[config.mk]
export PLATFORM = sky130hd
export DESIGN_NAME = oct_rr_arbiter
export DESIGN_NICKNAME = d
export VERILOG_FILES = /design/src/rtl/oct_rr_arbiter_pkg.sv /design/src/rtl/rr_pick8.sv /design/src/rtl/oct_rr_arbiter.sv
export SDC_FILE = /design/constraint.sdc
export NUM_CORES = 1
export LEC_CHECK = 0
export BUFFER_PORTS_ARGS = -buffer_cell sky130_fd_sc_hd__buf_2
export CORE_MARGIN = 4
export CORE_UTILIZATION = 58
export DETAILED_ROUTE_END_ITERATION = 10
export GPL_TIMING_DRIVEN = 1
export HOLD_SLACK_MARGIN = 0.12
export PLACE_DENSITY = 0.81
export SLEW_MARGIN = 20
export SYNTH_ARGS = -nofsm -noshare
export SYNTH_HDL_FRONTEND = slang
export SYNTH_HIERARCHICAL = 1
export SYNTH_SLANG_ARGS = --single-unit
[constraint.sdc]
create_clock -name clk -period 4.3 [get_ports clk]
set_input_delay 0.43 -clock clk [delete_from_list [all_inputs] [get_ports clk]]
set_output_delay 0.43 -clock clk [all_outputs]
set_load 0.02 [all_outputs]
[src/rtl/oct_rr_arbiter_pkg.sv]
// ============================================================================
// oct_rr_arbiter_pkg : shared widths, state type and index helper for the
//                      eight-client round-robin arbiter.
// Revision: 1.0
// ============================================================================
`default_nettype none

package oct_rr_arbiter_pkg;

    localparam int N_REQ = 8;
    localparam int IDX_W = 3;
    localparam int CNT_W = 8;

    typedef enum logic [0:0] {
        IDLE  = 1'b0,
        GRANT = 1'b1
    } state_e;

    function automatic logic [N_REQ-1:0] idx_to_onehot(input logic [IDX_W-1:0] idx);
        return N_REQ'(1) << idx;
    endfunction

endpackage

`default_nettype wire

[src/rtl/rr_pick8.sv]
// ============================================================================
// rr_pick8 : combinational rotate-priority picker; first set request at or
//            after ptr, wrapping modulo 8.
// Revision: 1.0
// ============================================================================
`default_nettype none

module rr_pick8
    import oct_rr_arbiter_pkg::*;
(
    input  logic [N_REQ-1:0] req,
    input  logic [IDX_W-1:0] ptr,
    output logic [IDX_W-1:0] pick_idx,
    output logic             pick_any
);

    // Scan from the farthest offset back to ptr so the closest hit wins last.
    always_comb begin
        pick_idx = '0;
        for (int i = N_REQ - 1; i >= 0; i--) begin
            if (req[ptr + IDX_W'(i)]) begin
                pick_idx = ptr + IDX_W'(i);
            end
        end
        pick_any = |req;
    end

endmodule

`default_nettype wire

[src/rtl/oct_rr_arbiter.sv]
// ============================================================================
// oct_rr_arbiter : eight-requester round-robin arbiter with registered
//                  one-hot grant, binary index and optional hold timeout.
// Revision: 1.0
// ============================================================================
`default_nettype none

module oct_rr_arbiter
    import oct_rr_arbiter_pkg::*;
#(
    parameter int HOLD_MAX = 16
) (
    input  logic             clk,
    input  logic             rst,
    input  logic [N_REQ-1:0] req,
    input  logic             done,
    output logic [N_REQ-1:0] gnt,
    output logic [IDX_W-1:0] gnt_idx,
    output logic             gnt_valid,
    output logic             revoked
);

    localparam logic [CNT_W-1:0] C_HOLD_LAST  = CNT_W'((HOLD_MAX == 0) ? 0 : HOLD_MAX - 1);
    localparam logic             C_TIMEOUT_EN = (HOLD_MAX != 0);

    state_e           state_q, state_d;
    logic [IDX_W-1:0] ptr_q, ptr_d;
    logic [CNT_W-1:0] cnt_q, cnt_d;
    logic [N_REQ-1:0] gnt_q, gnt_d;
    logic [IDX_W-1:0] gnt_idx_q, gnt_idx_d;
    logic             gnt_valid_q, gnt_valid_d;
    logic             revoked_q, revoked_d;

    logic [IDX_W-1:0] w_pick_idx;
    logic             w_pick_any;
    logic             w_rel_drop;
    logic             w_rel_timeout;
    logic             w_release;

    rr_pick8 u_pick (
        .req      (req),
        .ptr      (ptr_q),
        .pick_idx (w_pick_idx),
        .pick_any (w_pick_any)
    );

    assign w_rel_drop    = ~req[gnt_idx_q];
    assign w_rel_timeout = C_TIMEOUT_EN && (cnt_q == C_HOLD_LAST);
    assign w_release     = done | w_rel_drop | w_rel_timeout;

    always_comb begin
        state_d     = state_q;
        ptr_d       = ptr_q;
        cnt_d       = cnt_q;
        gnt_d       = gnt_q;
        gnt_idx_d   = gnt_idx_q;
        gnt_valid_d = gnt_valid_q;
        revoked_d   = 1'b0;

        case (state_q)
            IDLE: begin
                if (w_pick_any) begin
                    gnt_d       = idx_to_onehot(w_pick_idx);
                    gnt_idx_d   = w_pick_idx;
                    gnt_valid_d = 1'b1;
                    cnt_d       = '0;
                    state_d     = GRANT;
                end
            end
            GRANT: begin
                if (w_release) begin
                    // 3-bit add wraps 7 back to 0 for free.
                    ptr_d       = gnt_idx_q + IDX_W'(1);
                    gnt_d       = '0;
                    gnt_idx_d   = '0;
                    gnt_valid_d = 1'b0;
                    revoked_d   = w_rel_timeout & ~done & ~w_rel_drop;
                    state_d     = IDLE;
                end else if (cnt_q != '1) begin
                    cnt_d = cnt_q + CNT_W'(1);
                end
            end
            default: begin
                state_d = IDLE;
            end
        endcase
    end

    always_ff @(posedge clk) begin
        if (rst) begin
            state_q     <= IDLE;
            ptr_q       <= '0;
            cnt_q       <= '0;
            gnt_q       <= '0;
            gnt_idx_q   <= '0;
            gnt_valid_q <= 1'b0;
            revoked_q   <= 1'b0;
        end else begin
            state_q     <= state_d;
            ptr_q       <= ptr_d;
            cnt_q       <= cnt_d;
            gnt_q       <= gnt_d;
            gnt_idx_q   <= gnt_idx_d;
            gnt_valid_q <= gnt_valid_d;
            revoked_q   <= revoked_d;
        end
    end

    assign gnt       = gnt_q;
    assign gnt_idx   = gnt_idx_q;
    assign gnt_valid = gnt_valid_q;
    assign revoked   = revoked_q;

endmodule

`default_nettype wire

# After elaboration in Yosys (flattened, before gate mapping)
# Index checks and enable logic that the tools add are counted.
# totals
out_inout_bits	13
regBits	25
in_bits	11
word_cells	87
# op_classes
n_eq_ne	6
shift	1
bitwise	8
reduce_logical	5
n_mux	42
magnitude_cmp	9
addsub	9
# op_table
cell	count
$mux 8	5
$lt 3x4->1 const B	9
$pmux 8 s2	2
$mux 3	10
$bmux 1 s3	9
$mux 1	13
$add 3x3->3 const B	4
$add 8x1->8 const B	1
$eq 8x4->1 const B	1
$ne 8x8->1 const B	1
$reduce_or 8->1	1
$shl 1x3->8 const A	1
$add 3x1->3 const B	2
$add 3x2->3 const B	2
$ne 2x1->1 const B	3
$pmux 3 s2	1
$not 1->1	4
$pmux 1 s2	2
$reduce_and 2->1	2
$reduce_and 3->1	1
$reduce_or 3->1	1
$and 1x1->1	2
$ne 2x2->1 const B	1
$or 1x1->1	2

# Logic depth before layout (Yosys ltp)
# Gate-level depths: netlist of the first run.
# logic_depth
depth_word	14
ltp_mapped	13
depth_no_buf	10

# By module
# Netlist of the first run, hierarchy kept.
# by_module_without_submodules
mod	instances	seq_area_each_um2	area_per_inst_um2	cells_each
oct_rr_arbiter	1	500.5	1167.4	126
rr_pick8	1	0.0	792.0	85

# Worst setup path after synthesis of the first run
# Ideal clock, no wire load.
# synth_path
kind	reg2reg
startpoint	register ptr_q[1]
endpoint	register gnt_q[1], in the netlist gnt[1]
path_buffers	3
slack_ps	1042
period_less_slack_ps	3258
required_ps	4172
arrival_time_ps	3131
path_stages_with_launch	14
setup_ps	128
path_cell_list	dfxtp_1 -> buf_2 -> buf_2 -> inv_1 -> ha_1 -> clkbuf_1 -> mux4_2 -> mux2_4 -> a21oi_1 -> o21ai_1 -> a211oi_1 -> inv_1 -> a32oi_1 -> nor2_1
# synth_between
elab_chain_len	14
word_cells_on_any_way	34
cone_classes	7 x add/sub; 1 x shift; 26 x mux
# synth_rtl
element	line_no	rtl
start: declaration	oct_rr_arbiter.sv:27	logic [IDX_W-1:0] ptr_q, ptr_d;
start signal: assignment	oct_rr_arbiter.sv:100	ptr_q <= ptr_d;
$add 3x3->3	rr_pick8.sv:21, rr_pick8.sv:22	
$bmux 1 s3	rr_pick8.sv:21	if (req[ptr + IDX_W'(i)]) begin
$mux 1 (implied by the code)	rr_pick8.sv:21	
$mux 3 (7 in series)	rr_pick8.sv:21	
$mux 3 (*)	rr_pick8.sv:21	
named net w_pick_idx[1]	oct_rr_arbiter.sv:34	logic [IDX_W-1:0] w_pick_idx;
$shl 1x3->8 (*)	oct_rr_arbiter_pkg.sv:20	return N_REQ'(1) << idx;
$mux 8 (*)	oct_rr_arbiter.sv:62	if (w_pick_any) begin
$pmux 8 s2 (*)	oct_rr_arbiter.sv:60	case (state_q)
end signal: assignment	oct_rr_arbiter.sv:102	gnt_q <= gnt_d;
end: declaration	oct_rr_arbiter.sv:29	logic [N_REQ-1:0] gnt_q, gnt_d;
# Mark *: on every way through the listed nets, which the timed path passes. The rest lies on a longest branch. The select of a mux whose other input is x is not followed.
# A chain may end at the register's enable or synchronous reset.

# Final worst setup path of the first run
# layout_path
startpoint	register ptr_q[1]
endpoint	register gnt_q[0], in the netlist gnt[0]
# layout_between
elab_chain_len	14
word_cells_on_any_way	34
cone_classes	7 x add/sub; 1 x shift; 26 x mux
# layout_rtl
element	line_no
$add 3x3->3	rr_pick8.sv:21
$bmux 1 s3	rr_pick8.sv:21
$mux 1 (implied by the code)	rr_pick8.sv:21
$mux 3 (7 in series)	rr_pick8.sv:21
$mux 3 (*)	rr_pick8.sv:21
named net w_pick_idx[0]	oct_rr_arbiter.sv:34
$shl 1x3->8 (*)	oct_rr_arbiter_pkg.sv:20
$mux 8 (*)	oct_rr_arbiter.sv:62
$pmux 8 s2 (*)	oct_rr_arbiter.sv:60
# Marks and branches as above.

==> flow_summary.html, run 1 <==
<table>
<tr><th>Metric</th><th>Value</th></tr>
<tr><th colspan="2">Die</th></tr>
<tr><td>Effective utilization at floorplan</td><td>62.14%</td></tr>
<tr><td>I/O pin total</td><td>24</td></tr>
<tr><td>Die ar.</td><td>roughly 4400 µm²</td></tr>
<tr><td>Die H</td><td>between 60 and 70 µm</td></tr>
<tr><td>Horizontal extent of the die</td><td>between 60 and 70 µm</td></tr>
<tr><td>Area of the core region</td><td>approximately 3200 µm²</td></tr>
<tr><td>Floorplan row count</td><td>20</td></tr>
<tr><th colspan="2">Clock network</th></tr>
<tr><td>Clock transition time at the flip-flop clock pins of the worst setup and hold paths</td><td>0.14 ns</td></tr>
<tr><td>CTS tree</td><td>done</td></tr>
<tr><td>Number of buffers inserted to repair setup after CTS</td><td>0</td></tr>
<tr><td>Clock insertion delay at the later pin of the skew report</td><td>0.33 ns</td></tr>
<tr><td># resized after CTS</td><td>0</td></tr>
<tr><td>Number of buffers inserted during clock tree synthesis</td><td>3</td></tr>
<tr><td>Number of buffers between clock root and the deepest sink</td><td>2</td></tr>
<tr><td>Number of levels the H-tree was split into</td><td>1</td></tr>
<tr><td># hold bufs at CTS</td><td>0</td></tr>
<tr><td>Cell at the root of the clock tree</td><td>clkbuf_4</td></tr>
<tr><td>CTS sink cnt</td><td>25</td></tr>
<tr><th colspan="2">Power</th></tr>
<tr><td>Power density of the placed cells</td><td>around 400 nW/µm²</td></tr>
<tr><td>Leakage</td><td>approximately 0.8 nW</td></tr>
<tr><td>Worst IR Drop VDD</td><td>around 0.33 mV</td></tr>
<tr><td>Power consumption</td><td>0.8402 mW</td></tr>
<tr><th colspan="2">Yosys</th></tr>
<tr><td>Area contributors post-synth</td><td>dfxtp_1 26%, mux4_2 11%, nor2_1 4.2%</td></tr>
<tr><td>Sequential cell area fraction in the yosys report</td><td>25.54%</td></tr>
<tr><td>Average footprint of a synthesized cell</td><td>between 9 and 10 µm²</td></tr>
<tr><td>Ys async rst share</td><td>0%</td></tr>
<tr><td>Count of state elements after synthesis</td><td>25</td></tr>
<tr><td>Area of the mapped netlist</td><td>just under 2000 µm²</td></tr>
<tr><td>Share of the synthesized area in the top cell type</td><td>about a quarter</td></tr>
<tr><td>Most frequent cell after synthesis</td><td>dfxtp_1</td></tr>
<tr><td>Cell count after synthesis</td><td>211</td></tr>
<tr><td>Area leader, netlist</td><td>dfxtp_1</td></tr>
<tr><td>Synth top cells by count</td><td>25 x dfxtp_1, 22 x nor2_1, 16 x nand2_1</td></tr>
<tr><td>Distinct cell type count after synthesis</td><td>56</td></tr>
<tr><td>EDFF count, synth</td><td>0</td></tr>
<tr><td>Net count after synthesis</td><td>226</td></tr>
<tr><td>Yosys warning count</td><td>6</td></tr>
<tr><td>Most frequently used flop master after synthesis</td><td>dfxtp_1</td></tr>
<tr><th colspan="2">Setup path</th></tr>
<tr><td>Data required time of the critical path</td><td>about 4.6 ns</td></tr>
<tr><td>Master of the slowest instance on the critical path</td><td>ha_1</td></tr>
<tr><td>Max FO, Critical Path</td><td>18</td></tr>
<tr><td>Destination of the critical timing path</td><td>gnt[0]$_SDFFE_PP0P_</td></tr>
<tr><td>Type of element launching the critical path</td><td>flip-flop</td></tr>
<tr><td>Critical path class</td><td>reg2reg</td></tr>
<tr><td>Delay of the slowest critical-path stage</td><td>0.47 ns</td></tr>
<tr><td>Setup crit start</td><td>ptr_q[1]$_SDFFE_PP0P_</td></tr>
<tr><td>Worst-case register-to-register setup slack</td><td>roughly 1.1 ns</td></tr>
<tr><td>Sort of element at the end of the critical path</td><td>flip-flop</td></tr>
<tr><td>Endpoint arrival time on the critical path</td><td>between 3 and 4 ns</td></tr>
<tr><td>FF-to-FF Start</td><td>ptr_q[1]$_SDFFE_PP0P_</td></tr>
<tr><td>Logic depth of the worst register-to-register path</td><td>10</td></tr>
<tr><td>Delay-heaviest family, CP</td><td>compound AO/OA/AOI/OAI gates</td></tr>
<tr><td>Number of buffers and inverters on the critical path</td><td>2</td></tr>
<tr><td>Reg2reg end</td><td>gnt[0]$_SDFFE_PP0P_</td></tr>
<tr><td>Cell-by-cell listing of the critical path</td><td>buf_4 -&gt; inv_1 -&gt; ha_1 -&gt; mux4_1 -&gt; mux2_4 -&gt; o311a_1 -&gt; o311a_1 -&gt; nor2_1 -&gt; a22oi_1 -&gt; nor2_1</td></tr>
<tr><td>Cell count along the critical path</td><td>10</td></tr>
<tr><th colspan="2">STA</th></tr>
<tr><td>Hold violation count in the final report</td><td>0</td></tr>
<tr><td>Fin crit period</td><td>approximately 3.2 ns</td></tr>
<tr><td>Max-Slew Margin vs Limit</td><td>63.84%</td></tr>
<tr><td>Sum of negative setup slack</td><td>0 ns</td></tr>
<tr><td>Maximum achievable frequency</td><td>about 310 MHz</td></tr>
<tr><td>Final setup violation count</td><td>0</td></tr>
<tr><td>Worst setup slack after layout</td><td>about 1.1 ns</td></tr>
<tr><td>Worst Tran Pin Value</td><td>0.5274 ns</td></tr>
<tr><td>Number of pins with negative max-slew slack in the final report</td><td>0</td></tr>
<tr><td>Hold slack final</td><td>0.4261 ns</td></tr>
<tr><td>Clock skew after layout</td><td>a little under 0.01 ns</td></tr>
<tr><td>Setup repair after global routing missed its margin</td><td>false</td></tr>
<tr><td>Tcrit/Tclk final</td><td>between 70 and 80%</td></tr>
<tr><th colspan="2">Layout</th></tr>
<tr><td>Area growth from synthesis to layout</td><td>8.493%</td></tr>
<tr><td>Number of nets at the end of the flow</td><td>around 250</td></tr>
<tr><td>Layout cell share with drive strength beyond 1</td><td>21.98%</td></tr>
<tr><td>Antenna cells</td><td>0</td></tr>
<tr><td>Non-Filler Cell Area, Final</td><td>about 2100 µm²</td></tr>
<tr><th colspan="2">Run</th></tr>
<tr><td>Count of maximum capacitance violations</td><td>0</td></tr>
<tr><th colspan="2">Route</th></tr>
<tr><td>Total vias in the final route</td><td>1893</td></tr>
<tr><td>Number of DRC violations after detailed-routing iteration 0</td><td>224</td></tr>
<tr><td>Routed length per instance</td><td>17.64 µm</td></tr>
<tr><td>Detailed-route DRC error count</td><td>0</td></tr>
<tr><td>Number of nets still failing antenna checks after routing</td><td>0</td></tr>
<tr><td>Via density per instance</td><td>a little under 7</td></tr>
<tr><td>Number of optimization iterations in the first detailed-route pass</td><td>6</td></tr>
<tr><td>WL final</td><td>roughly 4900 µm</td></tr>
<tr><th colspan="2">Placed design</th></tr>
<tr><td>PortBufs</td><td>23</td></tr>
<tr><td>Placed inst area</td><td>2100 µm²</td></tr>
<tr><td>Routability cong.</td><td>0.8583</td></tr>
<tr><td>Half-perimeter wire length after detailed placement</td><td>around 3600 µm</td></tr>
<tr><td>Post-placement worst setup slack</td><td>1.222 ns</td></tr>
<tr><th colspan="2">Min path</th></tr>
<tr><td>HP Class</td><td>in2reg</td></tr>
<tr><th colspan="2">Global route</th></tr>
<tr><td>Antenna violations before repair</td><td>0</td></tr>
<tr><td>Global-route usage over all layers</td><td>around 24%</td></tr>
<tr><td>Maximum number of pins on one net before global-route repair</td><td>25</td></tr>
<tr><td>Vias in the first global route</td><td>1715</td></tr>
<tr><td>Remaining global-route overflow</td><td>0</td></tr>
<tr><td>First-pass GRT wire length</td><td>about 8500 µm</td></tr>
<tr><th colspan="2">Run status</th></tr>
<tr><td>Status</td><td>finished, final reports clean</td></tr>
</table>
==> stage by stage <==
step / utilization (%) / cells
final: 67.42 / 276
after detailed placement: 66.59 / 272
after global routing: 67.42 / 276
after global placement: 66.59 / 272
after floorplan: - / 211
after CTS: 67.42 / 276
==> cell type report <==
class / count / area [µm²]
Inverter: 10 / 37.54
Timing Repair Buffer: 26 / 137.6
Tap cell: 44 / 55.05
Sequential cell: 25 / 500.5
Multi-Input combinational cell: 167 / 1369
Fill cell: 256 / 1027
Clock buffer: 4 / 26.28
==> state kept, by name, indices dropped and copies added (netlist names) <==
| signal | count |
|---|---|
| ptr_q | 3 |
| revoked | 1 |
| gnt_valid | 1 |
| gnt_idx | 3 |
| gnt | 8 |
| cnt_q | 8 |
| state_q | 1 |
==> where the power goes <==
group	internal, mW	switching (mW)
Clock	0.0364	0.0734
Sequential	0.254	0.0270
Combinational	0.190	0.259
Total	0.480	0.360
==> per-layer routing <==
metal	vias to the layer above	global-route usage [%]	share of wire, %
met1	893	36.93	45
met2	111	35.81	44
met3	4	5.612	11
met5	-	0	0
met4	0	1.777	0.62
li1	885	-	-
==> how the worst min path moves through the flow <==
stage                                     start                     to  cells past startpoint
after floorplan           ptr_q[2]$_SDFFE_PP0P_  ptr_q[2]$_SDFFE_PP0P_                      2
after global placement      gnt[7]$_SDFFE_PP0P_    gnt[7]$_SDFFE_PP0P_                      1
after detailed placement    gnt[7]$_SDFFE_PP0P_    gnt[7]$_SDFFE_PP0P_                      1
after CTS                                  done     revoked$_SDFF_PP0_                      4
after global routing                       done     revoked$_SDFF_PP0_                      4
final                                      done     revoked$_SDFF_PP0_                      4
==> placed cells by master, fill, tap and decap left out, drive strengths merged, types with 3 or more instances in the layout <==
cell type	n
a32oi	3
and4	3
nand3	6
a31oi	4
a32o	3
nor4	4
a311oi	4
mux4	13
a21oi	15
o21ai	9
mux2i	8
ha	4
nor2	22
buf	26
dfxtp	25
nand2b	4
xor2	3
a22oi	7
clkbuf	4
mux2	5
a211oi	3
nand2	16
inv	10
==> worst reg2reg max path: cells and delay by family, from the launching register on <==
kind,cells,cell delay (ns)
AOI/OAI and AO/OA,3,0.86
and+or+nand+nor,2,0.28
adders and majority gates,1,0.47
DFF,1,0.33
muxes,2,0.80
buffers and inverters,2,0.39
==> cell families (layout without fill, tap and decap cells) <==
family | Yosys count | count (layout) | share of synthesized area [%]
adder cells (fa/ha/maj) | 4 | 4 | 2.554
AND/OR/NAND/NOR | 67 | 67 | 17.43
XOR/XNOR | 5 | 5 | 2.235
flip-flops | 25 | 25 | 25.54
buffers and inverters | 19 | 40 | 4.597
multiplexers | 26 | 26 | 23.05
AO/OA/AOI/OAI | 65 | 65 | 24.59
Power figures use the tool's default switching activity.
==> run 2: changes to the inputs <==
==> constraint.sdc (replaced) <==
create_clock -name clk -period 3.15 [get_ports clk]
set_input_delay 0.315 -clock clk [delete_from_list [all_inputs] [get_ports clk]]
set_output_delay 0.315 -clock clk [all_outputs]
set_load 0.02 [all_outputs]
==> run 2 against run 1 <==
Critical path depth is 1 lower. Clock skew is 0.0034 ns lower. Power is 35% higher. Via count is 5.0% lower. Maximum frequency is 13% higher. Register-to-register slack worse by 0.79 ns. Sequential share of layout area is 0.097 points lower. Cell area is 0.41% higher. First-iteration DRC count is 51% lower. Setup slack worse by 0.79 ns. Cell count is 0.36% lower. Clock power is 33% higher.
==> flow_summary.html, run 2 (synthesis gave the netlist of run 1 again) <==
<table>
<tr><th>Metric</th><th>Value</th></tr>
<tr><th colspan="2">Die</th></tr>
<tr><td>Die ar.</td><td>around 4400 µm²</td></tr>
<tr><td>Effective utilization at floorplan</td><td>62.14%</td></tr>
<tr><td>Floorplan row count</td><td>20</td></tr>
<tr><td>Die H</td><td>between 60 and 70 µm</td></tr>
<tr><td>Area of the core region</td><td>3153 µm²</td></tr>
<tr><td>I/O pin total</td><td>24</td></tr>
<tr><td>Horizontal extent of the die</td><td>66.12 µm</td></tr>
<tr><th colspan="2">Layout</th></tr>
<tr><td>Non-Filler Cell Area, Final</td><td>2135 µm²</td></tr>
<tr><td>Non-filler cells in the finished layout</td><td>275</td></tr>
<tr><td>Layout cell share with drive strength beyond 1</td><td>22.51%</td></tr>
<tr><td>Number of nets at the end of the flow</td><td>roughly 250</td></tr>
<tr><td>Area growth from synthesis to layout</td><td>8.940%</td></tr>
<tr><td>Antenna cells</td><td>0</td></tr>
<tr><td>Most frequent standard cell in the layout excluding fill and tap cells</td><td>dfxtp_1</td></tr>
<tr><td>Fin util</td><td>between 60% and 70%</td></tr>
<tr><td>Highest-count cells in the layout ignoring fill and taps</td><td>25 x dfxtp_1, 23 x buf_2, 22 x nor2_1</td></tr>
<tr><th colspan="2">Global route</th></tr>
<tr><td>First-pass GRT wire length</td><td>~7700 µm</td></tr>
<tr><td>Maximum number of pins on one net before global-route repair</td><td>25</td></tr>
<tr><td>Remaining global-route overflow</td><td>0</td></tr>
<tr><td>Global-route usage over all layers</td><td>about 22%</td></tr>
<tr><td>Antenna violations before repair</td><td>0</td></tr>
<tr><td>Vias in the first global route</td><td>around 1700</td></tr>
<tr><th colspan="2">Setup path</th></tr>
<tr><td>Max FO, Critical Path</td><td>8</td></tr>
<tr><td>Setup crit start</td><td>ptr_q[0]$_SDFFE_PP0P_</td></tr>
<tr><td>FF-to-FF Start</td><td>ptr_q[0]$_SDFFE_PP0P_</td></tr>
<tr><td>Data required time of the critical path</td><td>approximately 3.4 ns</td></tr>
<tr><td>Reg2reg end</td><td>gnt[0]$_SDFFE_PP0P_</td></tr>
<tr><td>Type of element launching the critical path</td><td>flip-flop</td></tr>
<tr><td>Destination of the critical timing path</td><td>gnt[0]$_SDFFE_PP0P_</td></tr>
<tr><td>Sort of element at the end of the critical path</td><td>flip-flop</td></tr>
<tr><td>Delay of the slowest critical-path stage</td><td>approximately 0.47 ns</td></tr>
<tr><td>Endpoint arrival time on the critical path</td><td>3.10 ns</td></tr>
<tr><td>Master of the slowest instance on the critical path</td><td>ha_1</td></tr>
<tr><td>Logic depth of the worst register-to-register path</td><td>9</td></tr>
<tr><td>Worst-case register-to-register setup slack</td><td>about 0.32 ns</td></tr>
<tr><td>Cell-by-cell listing of the critical path</td><td>inv_1 -&gt; ha_1 -&gt; mux4_1 -&gt; mux2_4 -&gt; o311a_1 -&gt; o311a_1 -&gt; nor2_1 -&gt; a22oi_1 -&gt; nor2_1</td></tr>
<tr><td>Critical path class</td><td>reg2reg</td></tr>
<tr><th colspan="2">Power</th></tr>
<tr><td>Clock power share</td><td>~13%</td></tr>
<tr><td>Internal cell power</td><td>approximately 0.65 mW</td></tr>
<tr><td>Reported net switching power</td><td>approximately 0.48 mW</td></tr>
<tr><td>Leakage</td><td>0.8054 nW</td></tr>
<tr><td>Combinational cell fraction of total power</td><td>between 50% and 60%</td></tr>
<tr><td>Worst IR Drop VDD</td><td>0.2733 mV</td></tr>
<tr><td>Power density of the placed cells</td><td>around 530 nW/µm²</td></tr>
<tr><td>Share of power burned in registers</td><td>roughly 34%</td></tr>
<tr><td>Net switching fraction of the power</td><td>42.44%</td></tr>
<tr><td>Power consumption</td><td>about 1.1 mW</td></tr>
<tr><th colspan="2">Route</th></tr>
<tr><td>WL final</td><td>between 4000 and 5000 µm</td></tr>
<tr><td>Via density per instance</td><td>between 6 and 7</td></tr>
<tr><td>Number of nets still failing antenna checks after routing</td><td>0</td></tr>
<tr><td>Number of DRC violations after detailed-routing iteration 0</td><td>109</td></tr>
<tr><td>Routed length per instance</td><td>around 16 µm</td></tr>
<tr><td>Total vias in the final route</td><td>approximately 1800</td></tr>
<tr><td>Detailed-route DRC error count</td><td>0</td></tr>
<tr><td>Number of optimization iterations in the first detailed-route pass</td><td>4</td></tr>
<tr><th colspan="2">Clock network</th></tr>
<tr><td># resized after CTS</td><td>0</td></tr>
<tr><td>Number of buffers inserted to repair setup after CTS</td><td>0</td></tr>
<tr><td>Number of buffers inserted during clock tree synthesis</td><td>3</td></tr>
<tr><td>Clock insertion delay at the later pin of the skew report</td><td>~0.32 ns</td></tr>
<tr><td>CTS tree</td><td>done</td></tr>
<tr><td>Number of levels the H-tree was split into</td><td>1</td></tr>
<tr><td># hold bufs at CTS</td><td>0</td></tr>
<tr><td>Cell at the root of the clock tree</td><td>clkbuf_4</td></tr>
<tr><td>Clock transition time at the flip-flop clock pins of the worst setup and hold paths</td><td>approximately 0.14 ns</td></tr>
<tr><td>CTS sink cnt</td><td>25</td></tr>
<tr><td>Number of buffers between clock root and the deepest sink</td><td>2</td></tr>
<tr><th colspan="2">STA</th></tr>
<tr><td>Number of pins with negative max-slew slack in the final report</td><td>0</td></tr>
<tr><td>Tcrit/Tclk final</td><td>approximately 90%</td></tr>
<tr><td>Max-Slew Margin vs Limit</td><td>between 60% and 70%</td></tr>
<tr><td>Maximum achievable frequency</td><td>around 350 MHz</td></tr>
<tr><td>Clock skew after layout</td><td>about 0.0063 ns</td></tr>
<tr><td>Hold violation count in the final report</td><td>0</td></tr>
<tr><td>Worst Tran Pin Value</td><td>between 0.5 and 0.6 ns</td></tr>
<tr><td>Fin crit period</td><td>2.827 ns</td></tr>
<tr><td>Setup repair after global routing missed its margin</td><td>false</td></tr>
<tr><td>Final setup violation count</td><td>0</td></tr>
<tr><td>Sum of negative setup slack</td><td>0 ns</td></tr>
<tr><th colspan="2">Placed design</th></tr>
<tr><td>Placed inst area</td><td>2097 µm²</td></tr>
<tr><td># placed instances</td><td>around 270</td></tr>
<tr><td>PortBufs</td><td>23</td></tr>
<tr><td>Half-perimeter wire length after detailed placement</td><td>approximately 3300 µm</td></tr>
<tr><td>Routability cong.</td><td>roughly 0.86</td></tr>
<tr><th colspan="2">Run status</th></tr>
<tr><td>Status</td><td>finished, final reports clean</td></tr>
<tr><th colspan="2">Run</th></tr>
<tr><td>Count of maximum capacitance violations</td><td>0</td></tr>
<tr><th colspan="2">Min path</th></tr>
<tr><td>HP Class</td><td>in2reg</td></tr>
</table>
[run 2: per-layer routing]
metal | vias up | wire length [µm] | GRT usage (%)
li1 | 878 | - | -
met1 | 860 | 1968 | 30.33
met2 | 53 | 2292 | 37.17
met3 | 8 | 191 | 3.061
met4 | 0 | 53 | 5.076
met5 | - | 0 | 0
[run 2: layout make-up]
type | count | area (µm²)
clock buffer | 3 | 22.52
clock inverter | 1 | 7.507
fill | 282 | 1018
inverter | 10 | 37.54
multi-input combinational | 167 | 1381
sequential | 25 | 500.5
tap | 44 | 55.05
timing repair buffer | 25 | 130.1
[run 2: through the flow]
stage / hold slack (ns) / setup WS [ns]
after floorplan: 0.4324 / 0.01199
after global placement: 0.4567 / 0.3269
after detailed placement: 0.4654 / 0.3138
after CTS: 0.3518 / 0.2770
after global routing: 0.3848 / 0.06987
final: 0.3643 / 0.3227
[run 2: how the worst min path moves through the flow]
stage | from | cells past startpoint | slack [ns] | end
2_1_floorplan | rst | 1 | 0.43 | cnt_q[7]$_SDFFE_PP0P_
3_3_place_gp | gnt[5]$_SDFFE_PP0P_ | 1 | 0.46 | gnt[5]$_SDFFE_PP0P_
3_5_place_dp | gnt[6]$_SDFFE_PP0P_ | 1 | 0.47 | gnt[6]$_SDFFE_PP0P_
4_1_cts | done | 4 | 0.35 | revoked$_SDFF_PP0_
5_1_grt | rst | 2 | 0.38 | ptr_q[1]$_SDFFE_PP0P_
6_report | done | 4 | 0.36 | revoked$_SDFF_PP0_
[run 2: power groups by stage]
stage               sequential [mW]  clock (mW)  combinational (mW)
CTS                           0.384       0.152               0.587
detailed placement            0.391           0               0.584
global placement              0.391           0               0.578
floorplan                     0.408           0               0.446
finish                        0.384       0.146               0.603
global route                  0.390       0.168               0.659
[run 2: worst max-delay path, delay by kind of cell (launching register included)]
kind	cells	cell delay (ns)
flip-flops	1	0.35
AND/OR/NAND/NOR	2	0.27
adder cells (fa/ha/maj)	1	0.47
multiplexers	2	0.78
buffers and inverters	1	0.09
AO/OA/AOI/OAI	3	0.83
==> run 3: changes to the inputs <==
--- a/config.mk
+++ b/config.mk
@@ -5,15 +5,15 @@
 export SDC_FILE = /design/constraint.sdc
 export NUM_CORES = 1
 export LEC_CHECK = 0
+export ABC_AREA = 1
 export BUFFER_PORTS_ARGS = -buffer_cell sky130_fd_sc_hd__buf_2
 export CORE_MARGIN = 4
-export CORE_UTILIZATION = 58
+export CORE_UTILIZATION = 57
 export DETAILED_ROUTE_END_ITERATION = 10
 export GPL_TIMING_DRIVEN = 1
 export HOLD_SLACK_MARGIN = 0.12
-export PLACE_DENSITY = 0.81
+export PLACE_DENSITY = 0.8
 export SLEW_MARGIN = 20
 export SYNTH_ARGS = -nofsm -noshare
 export SYNTH_HDL_FRONTEND = slang
-export SYNTH_HIERARCHICAL = 1
 export SYNTH_SLANG_ARGS = --single-unit
==> run 3 against run 2 <==
Die area fell by 4.3%. Clock power barely moved. Synthesized cell count rose by 39%. Combinational power rose by 29%. Sequential share of layout area rose by 1.7 points. Largest cell class unchanged. Sequential cell count did not move. Critical endpoint is now gnt[5]$_SDFFE_PP0P_. Non-clock buffer count fell by 1. Setup slack improved by 0.26 ns.
==> flow_summary.html, run 3 <==
<table>
<tr><th>Metric</th><th>Value</th></tr>
<tr><th colspan="2">Route</th></tr>
<tr><td>Via density per instance</td><td>5.142</td></tr>
<tr><td>Routed length per instance</td><td>around 11 µm</td></tr>
<tr><td>Total vias in the final route</td><td>between 1500 and 2000</td></tr>
<tr><td>WL final</td><td>roughly 4000 µm</td></tr>
<tr><td>Number of optimization iterations in the first detailed-route pass</td><td>4</td></tr>
<tr><td>Number of DRC violations after detailed-routing iteration 0</td><td>between 100 and 150</td></tr>
<tr><td>Number of nets still failing antenna checks after routing</td><td>0</td></tr>
<tr><td>Detailed-route DRC error count</td><td>0</td></tr>
<tr><th colspan="2">Layout</th></tr>
<tr><td>Antenna cells</td><td>0</td></tr>
<tr><td>Most frequent standard cell in the layout excluding fill and tap cells</td><td>nand2_1</td></tr>
<tr><td>Fin util</td><td>roughly 65%</td></tr>
<tr><td>Number of fillers in the final layout</td><td>318</td></tr>
<tr><td>Layout cell share with drive strength beyond 1</td><td>17.78%</td></tr>
<tr><td>Highest-count cells in the layout ignoring fill and taps</td><td>87 x nand2_1, 45 x nand3_1, 34 x inv_1</td></tr>
<tr><td>Area growth from synthesis to layout</td><td>8.675%</td></tr>
<tr><td>Number of nets at the end of the flow</td><td>~330</td></tr>
<tr><th colspan="2">Clock network</th></tr>
<tr><td>Number of buffers between clock root and the deepest sink</td><td>2</td></tr>
<tr><td>CTS tree</td><td>done</td></tr>
<tr><td># resized after CTS</td><td>0</td></tr>
<tr><td>Number of buffers inserted to repair setup after CTS</td><td>0</td></tr>
<tr><td>Clock transition time at the flip-flop clock pins of the worst setup and hold paths</td><td>around 0.14 ns</td></tr>
<tr><td>Cell at the root of the clock tree</td><td>clkbuf_4</td></tr>
<tr><td>CTS sink cnt</td><td>25</td></tr>
<tr><td>Clock insertion delay at the later pin of the skew report</td><td>between 0.3 and 0.4 ns</td></tr>
<tr><td>Number of levels the H-tree was split into</td><td>1</td></tr>
<tr><td># hold bufs at CTS</td><td>0</td></tr>
<tr><td>Number of buffers inserted during clock tree synthesis</td><td>3</td></tr>
<tr><th colspan="2">Yosys</th></tr>
<tr><td>Sequential cell area fraction in the yosys report</td><td>27.32%</td></tr>
<tr><td>Most frequently used flop master after synthesis</td><td>dfxtp_1</td></tr>
<tr><td>EDFF count, synth</td><td>0</td></tr>
<tr><td>Ys async rst share</td><td>0%</td></tr>
<tr><td>Cell count after synthesis</td><td>roughly 300</td></tr>
<tr><td>Average footprint of a synthesized cell</td><td>~6.3 µm²</td></tr>
<tr><td>Area leader, netlist</td><td>dfxtp_1</td></tr>
<tr><td>Net count after synthesis</td><td>approximately 310</td></tr>
<tr><td>Count of state elements after synthesis</td><td>25</td></tr>
<tr><td>Most frequent cell after synthesis</td><td>nand2_1</td></tr>
<tr><td>Yosys warning count</td><td>0</td></tr>
<tr><td>Distinct cell type count after synthesis</td><td>33</td></tr>
<tr><td>Share of the synthesized area in the top cell type</td><td>27.32%</td></tr>
<tr><td>Area contributors post-synth</td><td>dfxtp_1 27%, nand2_1 18%, nand3_1 12%</td></tr>
<tr><td>Synth top cells by count</td><td>87 x nand2_1, 45 x nand3_1, 34 x inv_1</td></tr>
<tr><td>Area of the mapped netlist</td><td>~1800 µm²</td></tr>
<tr><th colspan="2">Placed design</th></tr>
<tr><td>Half-perimeter wire length after detailed placement</td><td>between 3000 and 4000 µm</td></tr>
<tr><td>PortBufs</td><td>23</td></tr>
<tr><td>Post-placement worst setup slack</td><td>0.5877 ns</td></tr>
<tr><td>Routability cong.</td><td>slightly below 0.9</td></tr>
<tr><th colspan="2">Die</th></tr>
<tr><td>Floorplan row count</td><td>20</td></tr>
<tr><td>Die H</td><td>around 65 µm</td></tr>
<tr><td>Effective utilization at floorplan</td><td>roughly 60%</td></tr>
<tr><td>Die ar.</td><td>4185 µm²</td></tr>
<tr><td>Horizontal extent of the die</td><td>64.69 µm</td></tr>
<tr><td>Area of the core region</td><td>3053 µm²</td></tr>
<tr><td>I/O pin total</td><td>24</td></tr>
<tr><th colspan="2">Power</th></tr>
<tr><td>Clock power share</td><td>10.8%</td></tr>
<tr><td>Power consumption</td><td>1.325 mW</td></tr>
<tr><td>Combinational cell fraction of total power</td><td>about three fifths</td></tr>
<tr><td>Share of power burned in registers</td><td>30.7%</td></tr>
<tr><td>Reported net switching power</td><td>roughly 0.66 mW</td></tr>
<tr><td>Power density of the placed cells</td><td>approximately 670 nW/µm²</td></tr>
<tr><td>Net switching fraction of the power</td><td>around half</td></tr>
<tr><td>Leakage</td><td>0.9814 nW</td></tr>
<tr><td>Internal cell power</td><td>roughly 0.67 mW</td></tr>
<tr><td>Worst IR Drop VDD</td><td>between 0.3 and 0.4 mV</td></tr>
<tr><th colspan="2">Setup path</th></tr>
<tr><td>Sort of element at the end of the critical path</td><td>flip-flop</td></tr>
<tr><td>Cell-by-cell listing of the critical path</td><td>inv_2 -&gt; ha_1 -&gt; inv_1 -&gt; nand3_1 -&gt; nand3_1 -&gt; inv_1 -&gt; nand2_1 -&gt; nand2_1 -&gt; nand2_1 -&gt; nand2_1 -&gt; nand3_1 -&gt; nand2_1 -&gt; nand2_1 -&gt; a21oi_4 -&gt; nand3_1 -&gt; a21oi_1</td></tr>
<tr><td>Endpoint arrival time on the critical path</td><td>around 2.8 ns</td></tr>
<tr><td>Max FO, Critical Path</td><td>12</td></tr>
<tr><td>Type of element launching the critical path</td><td>flip-flop</td></tr>
<tr><td>Critical path class</td><td>reg2reg</td></tr>
<tr><td>Delay of the slowest critical-path stage</td><td>a little under 0.6 ns</td></tr>
<tr><td>Setup crit start</td><td>ptr_q[0]$_SDFFE_PP0P_</td></tr>
<tr><td>FF-to-FF Start</td><td>ptr_q[0]$_SDFFE_PP0P_</td></tr>
<tr><td>Data required time of the critical path</td><td>approximately 3.4 ns</td></tr>
<tr><td>Master of the slowest instance on the critical path</td><td>dfxtp_1</td></tr>
<tr><td>Most used cell, CP</td><td>nand2_1</td></tr>
<tr><th colspan="2">STA</th></tr>
<tr><td>Worst setup slack after layout</td><td>slightly below 0.6 ns</td></tr>
<tr><td>Max-Slew Margin vs Limit</td><td>between 50% and 60%</td></tr>
<tr><td>Maximum achievable frequency</td><td>between 300 and 400 MHz</td></tr>
<tr><td>Hold violation count in the final report</td><td>0</td></tr>
<tr><td>Final setup violation count</td><td>0</td></tr>
<tr><td>Hold slack final</td><td>0.2617 ns</td></tr>
<tr><td>Sum of negative setup slack</td><td>0 ns</td></tr>
<tr><td>Clock skew after layout</td><td>0.006303 ns</td></tr>
<tr><td>Fin crit period</td><td>between 2 and 3 ns</td></tr>
<tr><td>Setup repair after global routing missed its margin</td><td>false</td></tr>
<tr><td>Number of pins with negative max-slew slack in the final report</td><td>0</td></tr>
<tr><td>Worst Tran Pin Value</td><td>around 0.7 ns</td></tr>
<tr><td>Tcrit/Tclk final</td><td>81.60%</td></tr>
<tr><th colspan="2">Global route</th></tr>
<tr><td>Global-route usage over all layers</td><td>a little over a fifth</td></tr>
<tr><td>First-pass GRT wire length</td><td>between 7000 and 8000 µm</td></tr>
<tr><td>Antenna violations before repair</td><td>0</td></tr>
<tr><td>Remaining global-route overflow</td><td>0</td></tr>
<tr><td>Vias in the first global route</td><td>1781</td></tr>
<tr><td>Maximum number of pins on one net before global-route repair</td><td>16</td></tr>
<tr><th colspan="2">Run</th></tr>
<tr><td>Count of maximum capacitance violations</td><td>0</td></tr>
<tr><th colspan="2">Run status</th></tr>
<tr><td>Status</td><td>finished, final reports clean</td></tr>
<tr><th colspan="2">Min path</th></tr>
<tr><td>HP Class</td><td>in2reg</td></tr>
<tr><td>Hold path startpoint</td><td>done</td></tr>
</table>
## run 3: changes by cell type after synthesis, sizes merged, moves of 4 or more
cell and change:
inv +31, a22oi -7, mux4 -13, a311oi -4, mux2i -8, mux2 -5, nand2 +80, a21oi +11
nand3 +44, nand2b -4
## run 3: metal layers
metal / track usage (%) / routed length (µm) / vias to the layer above
met4: 7.124 / 33 / 0
li1: - / - / 1000
met3: 1.213 / 71 / 6
met1: 26.38 / 1836 / 814
met2: 38.66 / 2086 / 26
met5: 0 / 0 / -
## run 3: logic make-up (layout without fill, tap and decap cells)
kind of cell | after synthesis | count (layout) | synth area share, %
AND/OR/NAND/NOR | 171 | 171 | 43.03
AO/OA/AOI/OAI | 43 | 43 | 14.00
flip-flops | 25 | 25 | 27.32
XOR/XNOR | 3 | 3 | 1.845
buffers and inverters | 47 | 69 | 11.06
adder cells (fa/ha/maj) | 4 | 4 | 2.732
## run 3: power groups by stage
stage | combinational [mW] | clock, mW | sequential (mW)
floorplan | 0.607 | 0 | 0.436
global placement | 0.769 | 0 | 0.413
detailed placement | 0.777 | 0 | 0.414
CTS | 0.779 | 0.148 | 0.407
global route | 0.897 | 0.160 | 0.416
finish | 0.775 | 0.143 | 0.407
## run 3: cell type report
class	count	area [µm²]	share of cell area [%]
clock inverters	1	5.005	0.2514
inverters	41	156.4	7.857
multi-input cells	221	1129	56.69
well taps	44	55.05	2.766
clock buffers	3	22.52	1.131
repair buffers	24	122.6	6.160
flip-flops and latches	25	500.5	25.14
## run 3: through the flow
stage	area, µm²	std cells
6_report	1991	359
5_1_grt	1991	359
4_1_cts	1991	359
3_5_place_dp	1963	355
3_3_place_gp	1963	355
2_1_floorplan	1832	293
## run 3: final timing paths
kind / end / slack, ns / cells past startpoint
setup / recovery: gnt[5]$_SDFFE_PP0P_ / 0.58 / 16
hold / removal: revoked$_SDFF_PP0_ / 0.26 / 4
setup reg to reg: gnt[5]$_SDFFE_PP0P_ / 0.58 / 16
hold reg to reg: gnt[5]$_SDFFE_PP0P_ / 0.47 / 2
## run 3: critical path, delay by kind of cell, from the launching register on
kind | cells | cell delay, ns
AND/OR/NAND/NOR | 10 | 0.78
flip-flops | 1 | 0.58
adder cells (fa/ha/maj) | 1 | 0.46
buffers and inverters | 3 | 0.39
AO/OA/AOI/OAI | 2 | 0.31
